<file path="config.mk">
export PLATFORM = sky130hd
export DESIGN_NAME = pc_unit_flat
export DESIGN_NICKNAME = d
export VERILOG_FILES = /design/src/rtl/pc_unit_if.sv /design/src/rtl/pc_unit.sv /design/src/flat_wrapper.sv
export SDC_FILE = /design/constraint.sdc
export NUM_CORES = 1
export LEC_CHECK = 0
export ABC_AREA = 1
export CAP_MARGIN = 30
export CORE_MARGIN = 8
export CORE_UTILIZATION = 48
export CTS_CLUSTER_SIZE = 10
export DETAILED_ROUTE_END_ITERATION = 8
export PLACE_DENSITY = 0.76
export SYNTH_ARGS = -nofsm -noshare
export SYNTH_HDL_FRONTEND = slang
export SYNTH_SLANG_ARGS = --single-unit
</file>
<file path="constraint.sdc">
create_clock -name clka -period 4.3 [get_ports clka]
set_input_delay 0.645 -clock clka [delete_from_list [all_inputs] [get_ports clka]]
set_output_delay 0.645 -clock clka [all_outputs]
set_load 0.1 [all_outputs]
</file>
<file path="src/rtl/pc_unit_if.sv">
// Branch-control inputs and fetch-address outputs of the PC stage.
// master drives the controls (branch FSM / decode), slave is pc_unit.
interface pc_unit_if #(
  parameter int WIDTH    = 16,
  parameter int OFFSET_W = 9
);
  logic                latch_en_in;
  logic                pc_ctl_0_in;
  logic                pc_ctl_1_in;
  logic [OFFSET_W-1:0] offset_in;
  logic [WIDTH-1:0]    reg_target_in;
  logic                halt_in;
  logic                push_in;
  logic                pop_in;
  logic [WIDTH-1:0]    pc_out;
  logic [WIDTH-1:0]    npc_out;
  logic                halted_out;
  logic [WIDTH-1:0]    instr_count_out;
  logic                ras_err_out;

  modport master (
    output latch_en_in, pc_ctl_0_in, pc_ctl_1_in, offset_in, reg_target_in,
           halt_in, push_in, pop_in,
    input  pc_out, npc_out, halted_out, instr_count_out, ras_err_out
  );

  modport slave (
    input  latch_en_in, pc_ctl_0_in, pc_ctl_1_in, offset_in, reg_target_in,
           halt_in, push_in, pop_in,
    output pc_out, npc_out, halted_out, instr_count_out, ras_err_out
  );
endinterface

</file>
<file path="src/rtl/pc_unit.sv">
// Program counter stage: next-PC select, saturating retire counter, all state on negedge clka.
// Optional circular return-address stack enabled by defining PC_RAS_EN.
module pc_unit #(
  parameter int               WIDTH        = 16,
  parameter int               OFFSET_W     = 9,
  parameter logic [WIDTH-1:0] RESET_VECTOR = 16'h3000,
  parameter int               RAS_DEPTH    = 4
) (
  input  logic       clka,
  input  logic       reset_in,
  pc_unit_if.slave   bus
);

  typedef enum logic [1:0] {BOOT, RUN, HALT} state_t;

  localparam logic [WIDTH-1:0] ONE = 1;

  state_t           r_state;
  logic [WIDTH-1:0] r_pc;
  logic [WIDTH-1:0] r_count;

  logic [WIDTH-1:0] w_npc;
  logic [WIDTH-1:0] w_offset_sext;
  logic [WIDTH-1:0] w_branch;

  assign w_npc         = r_pc + ONE;
  assign w_offset_sext = {{(WIDTH-OFFSET_W){bus.offset_in[OFFSET_W-1]}}, bus.offset_in};
  assign w_branch      = w_npc + w_offset_sext;

  assign bus.pc_out          = r_pc;
  assign bus.npc_out         = w_npc;
  assign bus.halted_out      = (r_state == HALT);
  assign bus.instr_count_out = r_count;

`ifdef PC_RAS_EN
  localparam int SP_W = $clog2(RAS_DEPTH);
  localparam logic [SP_W-1:0] SP_ONE   = 1;
  localparam logic [SP_W:0]   CNT_ONE  = 1;
  localparam logic [SP_W:0]   CNT_FULL = RAS_DEPTH[SP_W:0];

  logic [WIDTH-1:0] r_ras [RAS_DEPTH];
  logic [SP_W-1:0]  r_sp;
  logic [SP_W:0]    r_ras_cnt;
  logic             r_ras_err;
  logic [SP_W-1:0]  w_sp_dec;
  logic             w_push_wr;

  assign w_sp_dec        = r_sp - SP_ONE;
  assign bus.ras_err_out = r_ras_err;
  assign w_push_wr = !reset_in && (r_state == RUN) && bus.latch_en_in && !bus.halt_in &&
                     !bus.pc_ctl_1_in && !bus.pop_in && bus.push_in;

  // Storage needs no reset; r_ras_cnt alone defines which entries are live.
  always_ff @(negedge clka) begin
    if (w_push_wr) begin
      r_ras[r_sp] <= w_npc;
    end
  end
`else
  logic w_unused_ras;
  assign w_unused_ras    = bus.push_in ^ bus.pop_in;
  assign bus.ras_err_out = 1'b0;
`endif

  always_ff @(negedge clka) begin
    if (reset_in) begin
      r_state <= BOOT;
      r_pc    <= RESET_VECTOR;
      r_count <= '0;
`ifdef PC_RAS_EN
      r_sp      <= '0;
      r_ras_cnt <= '0;
      r_ras_err <= 1'b0;
`endif
    end else begin
      case (r_state)
        BOOT: r_state <= RUN;
        RUN: begin
          if (bus.latch_en_in) begin
            if (r_count != '1) begin
              r_count <= r_count + ONE;
            end
            if (bus.halt_in) begin
              r_state <= HALT;
            end else if (bus.pc_ctl_1_in) begin
              r_pc <= bus.reg_target_in;
`ifdef PC_RAS_EN
            end else if (bus.pop_in) begin
              if (r_ras_cnt == '0) begin
                r_pc      <= w_npc;
                r_ras_err <= 1'b1;
              end else begin
                r_pc      <= r_ras[w_sp_dec];
                r_sp      <= w_sp_dec;
                r_ras_cnt <= r_ras_cnt - CNT_ONE;
              end
            end else if (bus.push_in) begin
              // Full stack: the write pointer wraps onto the oldest entry.
              r_pc <= w_branch;
              r_sp <= r_sp + SP_ONE;
              if (r_ras_cnt == CNT_FULL) begin
                r_ras_err <= 1'b1;
              end else begin
                r_ras_cnt <= r_ras_cnt + CNT_ONE;
              end
`endif
            end else if (bus.pc_ctl_0_in) begin
              r_pc <= w_branch;
            end else begin
              r_pc <= w_npc;
            end
          end
        end
        default: ;
      endcase
    end
  end

endmodule

</file>
<file path="src/flat_wrapper.sv">
// flat-port wrapper written by rule: the top's interface ports become plain ports
module pc_unit_flat 
#(
  parameter int               WIDTH        = 16,
  parameter int               OFFSET_W     = 9,
  parameter logic [WIDTH-1:0] RESET_VECTOR = 16'h3000,
  parameter int               RAS_DEPTH    = 4
)
  (clka, reset_in, bus_latch_en_in, bus_pc_ctl_0_in, bus_pc_ctl_1_in, bus_offset_in, bus_reg_target_in, bus_halt_in, bus_push_in, bus_pop_in, bus_pc_out, bus_npc_out, bus_halted_out, bus_instr_count_out, bus_ras_err_out);
  pc_unit_if #(.WIDTH(WIDTH), .OFFSET_W(OFFSET_W)) bus_i ();
  input  logic clka;
  input  logic reset_in;
  input wire logic [$bits(bus_i.latch_en_in)-1:0] bus_latch_en_in;
  input wire logic [$bits(bus_i.pc_ctl_0_in)-1:0] bus_pc_ctl_0_in;
  input wire logic [$bits(bus_i.pc_ctl_1_in)-1:0] bus_pc_ctl_1_in;
  input wire logic [$bits(bus_i.offset_in)-1:0] bus_offset_in;
  input wire logic [$bits(bus_i.reg_target_in)-1:0] bus_reg_target_in;
  input wire logic [$bits(bus_i.halt_in)-1:0] bus_halt_in;
  input wire logic [$bits(bus_i.push_in)-1:0] bus_push_in;
  input wire logic [$bits(bus_i.pop_in)-1:0] bus_pop_in;
  output wire logic [$bits(bus_i.pc_out)-1:0] bus_pc_out;
  output wire logic [$bits(bus_i.npc_out)-1:0] bus_npc_out;
  output wire logic [$bits(bus_i.halted_out)-1:0] bus_halted_out;
  output wire logic [$bits(bus_i.instr_count_out)-1:0] bus_instr_count_out;
  output wire logic [$bits(bus_i.ras_err_out)-1:0] bus_ras_err_out;
  assign bus_i.latch_en_in = bus_latch_en_in;
  assign bus_i.pc_ctl_0_in = bus_pc_ctl_0_in;
  assign bus_i.pc_ctl_1_in = bus_pc_ctl_1_in;
  assign bus_i.offset_in = bus_offset_in;
  assign bus_i.reg_target_in = bus_reg_target_in;
  assign bus_i.halt_in = bus_halt_in;
  assign bus_i.push_in = bus_push_in;
  assign bus_i.pop_in = bus_pop_in;
  assign bus_pc_out = bus_i.pc_out;
  assign bus_npc_out = bus_i.npc_out;
  assign bus_halted_out = bus_i.halted_out;
  assign bus_instr_count_out = bus_i.instr_count_out;
  assign bus_ras_err_out = bus_i.ras_err_out;
  pc_unit #(.WIDTH(WIDTH), .OFFSET_W(OFFSET_W), .RESET_VECTOR(RESET_VECTOR), .RAS_DEPTH(RAS_DEPTH)) u_core (.clka(clka), .reset_in(reset_in), .bus(bus_i));
endmodule
</file>
==> results.md, run 1 <==
* Status: aborted with a tool error
* Failed at: global routing
* Error msg: [ERROR GRT-0232] Routing congestion too high. Check the congestion heatmap in the GUI.
* Tot GR Track Use at 81.0%
* Yosys top cell area share at 23.1%
* Worst-case clock buffer depth at 2
* Final RePlAce weighted congestion at 0.861
* Total congestion overflow at 318
* Fraction of registers with async set/reset at 0%
* Placed cells at 674
* Top cells by area, synth: dfxtp_1 (23%), nand2_1 (17%), ha_1 (8.9%)
* Worst EP post-GRT repair: bus_npc_out[10]
* Dominant cell type by area after synthesis: dfxtp_1
* Post-synth EDFFs at 0
* I/O pins at 83
* #FFs+latches synth at 34
* Num CTS Buffers at 5
* Yosys cell types at 41
* DIE WIDTH at 94.4 um
* Seq/Total Area, Yosys at 23.1%
* Port bufs at 79
* # clock sinks at 34
* Ys Warns at 0
* Detailed placement HPWL at 8310 um
* Die Height at 94.4 um
* Syn Nets at 530
* Initial Util at 49.8%
* # H-tree levels at 2
* Post-Syn Instances at 475
* Worst_ep kind: primary output
* CTS Root Cell: clkbuf_8
* Post-DP Area at 0.00495 mm^2
* Mapped cell area at 0.00295 mm^2
* Largest net degree at the start of global routing at 27
* Ys flop type: dfxtp_1
* Row cnt at 28
* Syn Area/Cell at 6.21 um^2
## through the flow
stage	setup TNS [ns]	util, %	setup slack (ns)
after floorplan	-2.87	-	-0.365
after global placement	-4.83	83.6	-0.482
after detailed placement	-5.78	83.6	-0.539
after CTS	-2.16	93.8	-0.288
## logic make-up after synthesis
logic type	count (synthesis)	share of synthesized area (%)
AND/OR/NAND/NOR	255	38.1
AO/OA/AOI/OAI	73	13.8
buffers and inverters	70	9.13
flip-flops	34	23.1
adder cells (fa/ha/maj)	22	9.59
XOR/XNOR	20	6.20
other	1	0.127
## what timing repair did
item / 4_1_cts
setup endpoints to repair: 21
gates cloned: 1
buffers inserted: 19
pin swaps: 29
gates resized for setup: 53
hold buffers: 0
## metal layers
| metal | global-route usage [%] | GRT overflow |
|---|---|---|
| met1 | 75.5 | 2 |
| met4 | 91.7 | 110 |
| met3 | 65.3 | 2 |
| met5 | 18.3 | 0 |
| met2 | 101 | 204 |
## synth_stat cells, drive strengths merged (2+ instances only)
master	n
nand2	136
nand4	12
nor4	2
clkbuf	5
and2	2
xor2	14
nand3	27
dfxtp	34
ha	21
nor3	5
nor2	60
inv	58
or2	4
o21ai	21
xnor2	6
o211ai	8
buf	5
clkinv	2
nand3b	5
a21oi	39
==> run 2: changes to the inputs <==
--- a/config.mk
+++ b/config.mk
@@ -8,10 +8,9 @@
 export ABC_AREA = 1
 export CAP_MARGIN = 30
 export CORE_MARGIN = 8
-export CORE_UTILIZATION = 48
-export CTS_CLUSTER_SIZE = 10
+export CORE_UTILIZATION = 33
 export DETAILED_ROUTE_END_ITERATION = 8
-export PLACE_DENSITY = 0.76
+export PLACE_DENSITY_LB_ADDON = 0.15
 export SYNTH_ARGS = -nofsm -noshare
 export SYNTH_HDL_FRONTEND = slang
 export SYNTH_SLANG_ARGS = --single-unit
==> run 2 against run 1 <==
  * The flow now finishes, with violations (negative setup slack)
  * Synthesized cell count unchanged
  * Synthesized area unchanged
==> results.md, run 2 <==
* Cts hold-fix bufs at 0
* R2R Path Start: u_core.bus.pc_out[5]
* Hold EP: u_core.r_state[1]
* Gate power share at 40.9%
* Switch share at 41.9%
* Ys Warns at 0
* Worst Path Arrival at 3.95 ns
* Sequential share of power at 28.9%
* CP Max Fanout at 3
* Clock group share of total power at 30.2%
* Final setup margin at -0.297 ns
* IR drop worst, VDD at 0.226 mV
* CP Cell Sequence: nand2_2 -> nor2_2 -> nand2_2 -> nor2_4 -> nand4_2 -> and2_4 -> or2_4 -> buf_12
* Hold_ws at 0.501 ns
* #FFs+latches synth at 34
* Cell repeated most along the worst path: nand2_2
* DR vias/cell at 4.85
* Initial Util at 34.0%
* Total congestion overflow at 0
* Routed WL at 10700 um
* Hold Violations, Final at 0
* Port bufs at 79
* Largest net degree at the start of global routing at 27
* Max Cap Viol at 0
* Core Region at 0.00868 mm^2
* Ys flop type: dfxtp_1
* Worst-Margin Slew at 0.627 ns
* Reg2Reg Capture Point: u_core.bus.pc_out[15]
* DIE WIDTH at 111 um
* CTS Root Cell: clkbuf_8
* Post-synth EDFFs at 0
* Crit end category: output pin
* R2r setup slk at 1.62 ns
* Syn Nets at 530
* Final RePlAce weighted congestion at 0.880
* RSZ-0062 raised after global routing: true
* # clock sinks at 34
* Layout cell share with drive strength beyond 1 at 35.3%
* ANT nets after route at 0
* # DRC at 0
* Row cnt at 34
* First-pass GRT wire length at 17700 um
* Seq/Total Area, Yosys at 23.1%
* Failing checks: negative setup slack
* Vias post-DR at 3780
* Clock skew at 0.0166 ns
* Detailed placement HPWL at 7920 um
* Post-DP Area at 0.00504 mm^2
* CP top delay family: simple AND/OR/NAND/NOR gates
* WL per Instance at 13.7 um
* Synth Area in Adders at 9.59%
* Slowest-stage cell, CP: dfxtp_4
* Final Slew Violations at 0
* Slew HR at 57.9%
* CP Launch Type: register
* Synth Area in XOR/XNOR at 6.20%
* Vias in the first global route at 3902
* Post-route cell area at 0.00574 mm^2
* Die Height at 111 um
* Commonest non-fill, non-tap cell in the layout: nand2_1
* Worst EP required at 3.65 ns
* Dominant cell type by area after synthesis: dfxtp_1
* I/O pins at 83
* Power Total at 1.17 mW
* Worst min path class: register to register
* Syn Area/Cell at 6.21 um^2
* Num CTS Buffers at 5
* Hold depth at 2
* Clock-pin transition on the worst setup and hold timing paths at 0.03 ns
* Antenna diodes at 0
* Yosys top cell area share at 23.1%
* Critical path buffers and inverters at 1
* Cells on worst reg2reg path at 19
* Final Setup Violations at 11
* Status: finished, violations left
* Commonest cells after routing, fill and taps aside: nand2_1 (122), inv_1 (81), buf_4 (75)
* Setup_tns at -2.11 ns
* Die area at 0.0122 mm^2
* Nets at 725
* Yosys cell types at 41
* Top cells by area, synth: dfxtp_1 (23%), nand2_1 (17%), ha_1 (8.9%)
* HP Start: u_core.r_state[1]
* Worst-Skew Late Latency at 0.36 ns
* Drt pass-1 iters at 4
* Largest family of logic cells by synthesized area: simple AND/OR/NAND/NOR gates
* Critical Path Max Stage Delay at 0.35 ns
* Initial DRC count at 124
* Mux cell area share after synthesis at 0%
* Post-Syn Instances at 475
* Worst Setup SP: u_core.bus.pc_out[4]
* Worst-case clock buffer depth at 2
* # H-tree levels at 2
* Sw power at 0.490 mW
* Synth Area in Simple Gates at 38.1%
* Tot GR Track Use at 16.9%
* Leak at 2.67 nW
* Fraction of registers with async set/reset at 0%
* Layout area overhead at 94.9%
* Crit Path Category: register to output pin
* Most common cell in the netlist: nand2_1
* Mapped cell area at 0.00295 mm^2
* Fill cell count at 749
* Int Power at 0.679 mW
* Synth cell count leaders: nand2_1 (133), nor2_1 (56), inv_1 (54)
* Synth Area in Compound Gates at 13.8%
* Initial antenna violation count at 0
* CTS tree: yes
* Post-layout util at 66.2%
* Power density cells at 204 mW/mm^2
[run 2: metrics by stage]
| step | instances | worst slack [ns] |
|---|---|---|
| after global placement | 714 | -0.488 |
| after global routing | 779 | -0.369 |
| final | 779 | -0.297 |
| after floorplan | 475 | -0.365 |
| after detailed placement | 714 | -0.514 |
| after CTS | 769 | -0.284 |
[run 2: layer usage]
layer / global-route usage [%] / up-vias / part of all wire [%]
met5: 0 / - / 0
met1: 18.8 / 1746 / 42
met2: 30.2 / 99 / 51
li1: - / 1925 / -
met4: 6.85 / 0 / 1.0
met3: 3.90 / 10 / 5.3
[run 2: repair_timing]
action                     in CTS  in global routing
pin swaps                      22                 28
gates cloned                    1                  0
setup buffers                  13                 12
gates resized for setup        33                 35
setup endpoints to repair      22                 22
[run 2: final cells by class]
| class | count | area, um^2 | share of cell area, % |
|---|---|---|---|
| inverter | 59 | 240 | 4.18 |
| clock buffer | 5 | 68.8 | 1.20 |
| multi-input combinational | 371 | 2430 | 42.3 |
| sequential | 34 | 738 | 12.9 |
| timing repair buffer | 165 | 1990 | 34.6 |
| clock inverter | 37 | 143 | 2.48 |
| tap | 108 | 135 | 2.35 |
[run 2: cell families after synthesis]
kind of cell / Yosys count
buffers and inverters: 70
adder cells (fa/ha/maj): 22
other: 1
flip-flops: 34
XOR/XNOR: 20
AO/OA/AOI/OAI: 73
AND/OR/NAND/NOR: 255
[run 2: worst max-delay path by stage]
stage	end	slack [ns]	cells past startpoint
2_1_floorplan	bus_npc_out[14]	-0.37	6
3_3_place_gp	u_core.bus.pc_out[12]	-0.49	15
3_5_place_dp	u_core.bus.pc_out[12]	-0.51	15
4_1_cts	bus_npc_out[13]	-0.28	8
5_1_grt	bus_npc_out[13]	-0.37	8
6_report	bus_npc_out[13]	-0.30	8
[run 2: worst reg2reg max path: stages (launching register included)]
cell,delay (ns)
dfxtp_4,0.33
buf_6,0.11
nand4_1,0.10
buf_4,0.14
nor4_4,0.03
or2_2,0.28
nand2_2,0.10
clkinvlp_4,0.11
buf_4,0.14
ha_1,0.31
nand2_1,0.09
nor2_2,0.14
and3_1,0.17
nand2_1,0.07
nand3_1,0.10
nand3_1,0.08
nand2_1,0.06
nand3_1,0.09
nand2_1,0.07
a21oi_1,0.05
[run 2: power by group through the flow]
stage | Clock [mW] | Combinational [mW] | Sequential, mW
floorplan | 0.0494 | 0.194 | 0.399
detailed placement | 0.0494 | 0.436 | 0.343
CTS | 0.373 | 0.459 | 0.337
global route | 0.407 | 0.514 | 0.338
global placement | 0.0494 | 0.431 | 0.342
finish | 0.353 | 0.478 | 0.338
Note: power is estimated with default switching activity, not from simulation.
